### src/rtl/spi_txn_arbiter.sv
// Round-robin arbiter sharing one SPI master engine among NUM_REQ requesters,
// with a transfer watchdog and an ss-high guard gap between transfers.
//
// state | meaning
// IDLE  | no transfer; scan requests starting after the last grantee
// WAIT  | engine enabled, waiting for spi_done or the watchdog
// GUARD | ack issued, enforcing the guard gap and waiting for the engine to re-arm
module spi_txn_arbiter #(
    parameter int NUM_REQ     = 4,
    parameter int TIMEOUT_CYC = 4096,
    parameter int GAP_CYC     = 100
) (
    input  logic                  clk,
    input  logic                  rst,
    input  logic [NUM_REQ-1:0]    req,
    input  logic [16*NUM_REQ-1:0] req_word,
    output logic [NUM_REQ-1:0]    req_ack,
    output logic [7:0]            rsp_byte,
    output logic                  rsp_err,
    output logic                  busy,
    output logic [1:0]            owner,
    output logic                  spi_enable,
    output logic [15:0]           spi_word,
    input  logic                  spi_done,
    input  logic [7:0]            spi_rx
);

    typedef enum logic [1:0] {IDLE, WAIT, GUARD} state_t;

    localparam logic [12:0] TIMER_TO = 13'(TIMEOUT_CYC - 1);
    localparam logic [12:0] GAP_SAT  = 13'(GAP_CYC);
    localparam logic [12:0] GAP_LAST = 13'(GAP_CYC - 1);

    state_t               state, state_d;
    logic [1:0]           last, last_d;
    logic [12:0]          timer, timer_d;
    logic [NUM_REQ-1:0]   ack_d;
    logic [7:0]           byte_d;
    logic                 err_d, busy_d, en_d;
    logic [1:0]           owner_d;
    logic [15:0]          word_d;

    logic                 found;
    logic [1:0]           gnt;
    logic [15:0]          gnt_word;

    // First requester after the previous grantee wins, wrapping modulo NUM_REQ.
    always_comb begin
        found    = 1'b0;
        gnt      = '0;
        gnt_word = '0;
        for (int k = 1; k <= NUM_REQ; k++) begin
            for (int i = 0; i < NUM_REQ; i++) begin
                if (!found && req[i] && (i == (int'(last) + k) % NUM_REQ)) begin
                    found = 1'b1;
                    gnt   = 2'(i);
                end
            end
        end
        for (int i = 0; i < NUM_REQ; i++) begin
            if (gnt == 2'(i)) gnt_word = req_word[16*i +: 16];
        end
    end

    always_comb begin
        state_d = state;
        last_d  = last;
        timer_d = timer;
        ack_d   = '0;
        byte_d  = rsp_byte;
        err_d   = rsp_err;
        busy_d  = busy;
        owner_d = owner;
        en_d    = spi_enable;
        word_d  = spi_word;
        case (state)
            IDLE: begin
                if (found) begin
                    state_d = WAIT;
                    owner_d = gnt;
                    last_d  = gnt;
                    word_d  = gnt_word;
                    en_d    = 1'b1;
                    busy_d  = 1'b1;
                    timer_d = '0;
                end
            end
            WAIT: begin
                timer_d = timer + 13'd1;
                if (spi_done || timer == TIMER_TO) begin
                    for (int i = 0; i < NUM_REQ; i++) begin
                        if (owner == 2'(i)) ack_d[i] = 1'b1;
                    end
                    byte_d  = spi_done ? spi_rx : 8'h00;
                    err_d   = !spi_done;
                    en_d    = 1'b0;
                    timer_d = '0;
                    state_d = GUARD;
                end
            end
            GUARD: begin
                if (timer < GAP_SAT) timer_d = timer + 13'd1;
                // The engine must have dropped done before another grant is allowed.
                if (timer >= GAP_LAST && !spi_done) begin
                    state_d = IDLE;
                    busy_d  = 1'b0;
                end
            end
            default: state_d = IDLE;
        endcase
    end

    always_ff @(posedge clk or negedge rst) begin
        if (!rst) begin
            state      <= IDLE;
            last       <= 2'(NUM_REQ - 1);
            timer      <= '0;
            req_ack    <= '0;
            rsp_byte   <= '0;
            rsp_err    <= 1'b0;
            busy       <= 1'b0;
            owner      <= '0;
            spi_enable <= 1'b0;
            spi_word   <= '0;
        end else begin
            state      <= state_d;
            last       <= last_d;
            timer      <= timer_d;
            req_ack    <= ack_d;
            rsp_byte   <= byte_d;
            rsp_err    <= err_d;
            busy       <= busy_d;
            owner      <= owner_d;
            spi_enable <= en_d;
            spi_word   <= word_d;
        end
    end

endmodule
### config.mk
export PLATFORM = sky130hd
export DESIGN_NAME = spi_txn_arbiter
export DESIGN_NICKNAME = d
export VERILOG_FILES = /design/src/rtl/spi_txn_arbiter.sv
export SDC_FILE = /design/constraint.sdc
export NUM_CORES = 1
export LEC_CHECK = 0
export BUFFER_PORTS_ARGS = -buffer_cell sky130_fd_sc_hd__buf_2
export CAP_MARGIN = 40
export CELL_PAD_IN_SITES_DETAIL_PLACEMENT = 1
export CELL_PAD_IN_SITES_GLOBAL_PLACEMENT = 1
export CORE_MARGIN = 10
export CORE_UTILIZATION = 28
export DETAILED_ROUTE_END_ITERATION = 6
export PLACE_DENSITY = 0.68
export SYNTH_ARGS = -nofsm -noshare
export SYNTH_HDL_FRONTEND = slang
export SYNTH_SLANG_ARGS = --single-unit
### constraint.sdc
create_clock -name clk -period 2.1 [get_ports clk]
set_input_delay 0.315 -clock clk [delete_from_list [all_inputs] [get_ports clk]]
set_output_delay 0.315 -clock clk [all_outputs]
set_load 0.005 [all_outputs]
# Yosys cells after proc, flatten, opt, wreduce, memory -nomap -nowiden
# Cells that the tools add are included.
[classes] bitwise_logic=4 n_eq_ne=25 muxes=55 add_sub_neg=5 n_lt_le_gt_ge=2 n_reduce_logical=69
[ops] op="32-bit zero test" n=4
[ops] op="16-bit 2-to-1 mux" n=4
[ops] op="13-bit 2-to-1 mux" n=3
[ops] op="13-bit one-hot mux with 3 select lines" n=1
[ops] op="2-bit 2-to-1 mux" n=17
[ops] op="1-bit logical AND" n=32
[ops] op="3-bit == test (first input constant)" n=8
[ops] op="1-bit 2-to-1 mux" n=24
[ops] op="1-bit zero test" n=16
[ops] op="13-bit by 1-bit adder with 13-bit output (second input constant)" n=1
[ops] op="13-bit by 12-bit == test with 1-bit output (second input constant)" n=1
[ops] op="13-bit by 7-bit >= comparator with 1-bit output (second input constant)" n=1
[ops] op="13-bit by 7-bit less-than comparator with 1-bit output (second input constant)" n=1
[ops] op="2-bit by 3-bit == test with 1-bit output (first input constant)" n=4
[ops] op="3-bit AND reduction" n=4
[ops] op="2-bit == test (second input constant)" n=5
[ops] op="4-bit 2-to-1 mux" n=2
[ops] op="8-bit 2-to-1 mux" n=1
[ops] op="2-bit inequality test (second input constant)" n=4
[ops] op="2-bit OR reduction" n=4
[ops] op="2-bit by 1-bit == test with 1-bit output (second input constant)" n=3
[ops] op="2-bit zero test" n=3
[ops] op="2-bit one-hot mux with 3 select lines" n=1
[ops] op="2-bit by 1-bit adder with 2-bit output (second input constant)" n=2
[ops] op="7 further kinds" n=14
[word_totals] elab_cells=170 regBits=50 output_inout_bits=33 in_bits=79

# Logic depth before layout (Yosys ltp)
[logic_depth] depth_word=71 ltp_mapped=8 depth_no_buf=7

# Least setup slack after synthesis
# OpenSTA, ideal clock, no wires.
[synth_timing] path_kind="register to register" startpoint="reg timer[0]" endpoint="reg timer[3]" setup_ns=0.124 path_stages_with_launch=8 arrival_time_ns=1.836 synth_period_minus_slack_ns=1.960 required_ns=1.976 path_buffers=1 setup_slack_ns=0.140 path_cell_list="dfrtp_1 > ha_1 > nand4_1 > nor4_1 > a21o_2 > buf_6 > nor2_1 > a211o_2"
[synth_between] elab_chain_cells=4 elab_cells_between_ends=9 cone_classes="1 x add/sub; 1 x order compare; 2 x eq/ne; 3 x mux; 2 x reduce/logical"
[synth_lines] item="start, declared" line_no="36" text="logic [12:0] timer, timer_d;"
[synth_lines] item="start signal, assigned" line_no="128" text="timer <= timer_d;"
[synth_lines] item="branches (longest 4 deep; another with 13-bit by 1-bit adder with 13-bit output)"
# Several ways; the timed one is not identified. The select of a mux whose other input is x is not followed.
# A chain may end at the register's enable or synchronous reset.

# Worst setup path after layout
[layout_timing] startpoint="reg timer[7]" endpoint="reg timer[9]"
# Same word-level chain as after synthesis.

==> reports/qor.yml <==
grt:
  gr-total-overflow: 0
  track_usage_pct: 12.98
  antenna_found_initial: 0
  grt_pass1_vias: 3093
  grt_pass1_wl_um: 15680
  grt_max_degree: 32
setup_path:
  crit_slowest_cell: "dfrtp_1"
  required_ps: 2320
  rrSetupSlack_ps: 90
  path_cells: "nor4_2, o211ai_1, a211o_1, or2_4, o31ai_1"
  startpoint: "timer[7]$_DFFE_PN0P_"
  reg2reg_from: "timer[7]$_DFFE_PN0P_"
  worst-path-buf-inv: 0
  slowest_delay_ps: 470
  crit_type: "reg2reg"
  start_kind: "register"
  cp_max_fo: 11
  arrival_ps: 2220
  end_kind: "register"
  path_delay_family: "compound AO/OA/AOI/OAI gates"
clocking:
  cts_buffer_depth: 2
  clock_latency_ps: 320
  cts.sink_count: 50
  cts-root-buf: "clkbuf_8"
  post_cts_buffers: 0
  clk_pin_slew_ps: 100
  htreeDepth: 2
  postCtsHoldBufs: 0
  cts_buffers: 5
  cts_tree: "done"
yosys:
  synthFlopType: "dfrtp_1"
  syn_inst: 287
  synth_edf_count: 0
  synth.most_common_cell: "dfrtp_1"
  synth_common_cells: "dfrtp_1, a211oi_1, nor2_1"
  ys_types: 54
  async_flop_share_pct: 100.0
  yosys.area.top_type: "dfrtp_1"
  synth_top_area_share_pct: 42.23
  syn_area_per_cell_um2: 9.909
  yosys_warnings: 0
  ys_ff_latch: 50
  synth_fp_nets: 371
  yosys-top-cells-area: "dfrtp_1, a211oi_1, mux2i_1"
  seq_area_frac_synth_pct: 44.08
  syn_area_um2: 2844
route:
  via_per_inst: 5.077
  drt_first_pass_iters: 5
  drtIter0Drc: 74
  routed_wirelength_um: 9617
  routedWlPerCell_um: 17.58
  drtAntennaViolNets: 0
  drc: 0
  vias: 2777
status:
  status: "finished, final reports clean"
placed_design:
  place_hpwl_um: 7468
  numPortBuffers: 111
  gp_congestion: 0.8200
finish:
  n_antenna_cell: 0
  area_growth_pct: 35.24
  layout.nets: 497
  drive_gt1_share_pct: 39.61
die:
  die_area_um2: 14590
  rows: 36
  core_area_um2: 9819
  start_util_pct: 28.96
  die-height_um: 120.8
  die_w_um: 120.8
  ios: 112
power_and_ir_drop:
  total_power_mw: 2.089
  p_leak_nw: 1.839
  p_per_area_nw_per_um2: 543.3
  peakVddDrop_v: 0.0002482
sta:
  holdWs_ps: 0.08998
  fmax_mhz: 498.2
  setup_viol: 0
  final_hold_viol_count: 0
  worst_slew_pin_slew_ps: 621.2
  fin_crit_ps: 2007
  fin_crit_sh_pct: 95.58
  clock_skew_ps: 10.36
  drv_slew: 0
  slew_headroom_pct: 58.59
  rsz0062_at_grt: "true"
flow_run:
  maxCapViolCount: 0
worst_hold_path:
  min-delay-path-class: "in2async"
-- kinds of logic (layout without fill, tap and decap cells) --
family / Yosys count / after routing / synth area share, %
and+or+nand+nor: 96 / 96 / 18.21
buffers and inverters: 25 / 152 / 4.839
AOI/OAI and AO/OA: 94 / 94 / 24.68
muxes: 17 / 17 / 5.983
adders and majority gates: 5 / 5 / 2.200
DFF: 50 / 50 / 44.08
-- routing by layer --
metal / wire length [um] / global-route usage [%]
met3: 838 / 5.584
met1: 4263 / 15.45
met5: 0 / 0
met2: 4410 / 21.07
met4: 106 / 3.243
-- final cells by class --
cell class	instances	area, um^2
multi-input cells	212	1494
well taps	133	166.4
clock buffers	5	68.82
inverters	8	30.03
flip-flops and latches	50	1254
clock inverters	3	48.80
fillers	1209	5973
repair buffers	136	784.5
-- state kept, by name, summed over array words and instances (netlist names) --
signal / count
spi_word: 16
timer: 13
rsp_byte: 8
req_ack: 4
last: 2
owner: 2
state: 2
busy: 1
rsp_err: 1
spi_enable: 1
-- power by group --
group          internal [mW]  leakage [nW]  switching (mW)
registers               1.00         0.613          0.0237
clock network          0.364        0.0563           0.372
logic                  0.162          1.17           0.166
-- stage by stage --
stage / setup slack (ps) / TNS (ps) / utilization, % / instance area (um^2) / std cells
floorplan: 139.8 / 0 / - / 2844 / 287
detailed placement: -49.41 / -155.5 / 37.55 / 3687 / 539
CTS: 44.61 / 0 / 38.84 / 3814 / 547
finish: 92.86 / 0 / 39.17 / 3846 / 547
global route: -4.522 / -4.522 / 39.17 / 3846 / 547
global placement: -147.3 / -2198 / 37.44 / 3676 / 538
-- layout by cell type, fill, tap and decap left out, types with 2 or more instances in the layout --
| cell type | count |
|---|---|
| ha_1 | 5 |
| a21oi_1 | 6 |
| a21oi_2 | 2 |
| buf_12 | 3 |
| clkbuf_8 | 5 |
| a2bb2oi_1 | 6 |
| a21o_1 | 2 |
| nor4_1 | 2 |
| mux2i_1 | 17 |
| o31ai_1 | 6 |
| a211oi_1 | 31 |
| nor4_2 | 3 |
| inv_1 | 8 |
| nand2b_1 | 6 |
| o21ai_0 | 12 |
| buf_2 | 111 |
| nor3b_1 | 17 |
| nor2_1 | 28 |
| and2_2 | 2 |
| o31ai_2 | 2 |
| nor2b_1 | 2 |
| a22o_1 | 8 |
| and3_2 | 2 |
| buf_4 | 21 |
| nand4_1 | 5 |
| dfrtp_1 | 48 |
| nor3_1 | 3 |
| nand3_1 | 4 |
| dfstp_2 | 2 |
| nand2_1 | 15 |
| a22oi_1 | 2 |
| o21a_1 | 2 |
-- final timing paths --
check,end,cells after the start
max in group asynchronous,timer[10]$_DFFE_PN0P_,2
min in group clk,rsp_byte[7]$_DFFE_PN0P_,2
min,timer[3]$_DFFE_PN0P_,1
min reg2reg,spi_enable$_DFFE_PN0P_,1
max,timer[9]$_DFFE_PN0P_,5
max reg2reg,timer[9]$_DFFE_PN0P_,5
-- repair_timing --
| action | 4_1_cts | 5_1_grt |
|---|---|---|
| cloned | 0 | 0 |
| endpoints found under the setup margin | 8 | 28 |
| resized for setup | 2 | 7 |
| endpoints found under the hold margin | 0 | 0 |
Power figures use the tool's default switching activity.
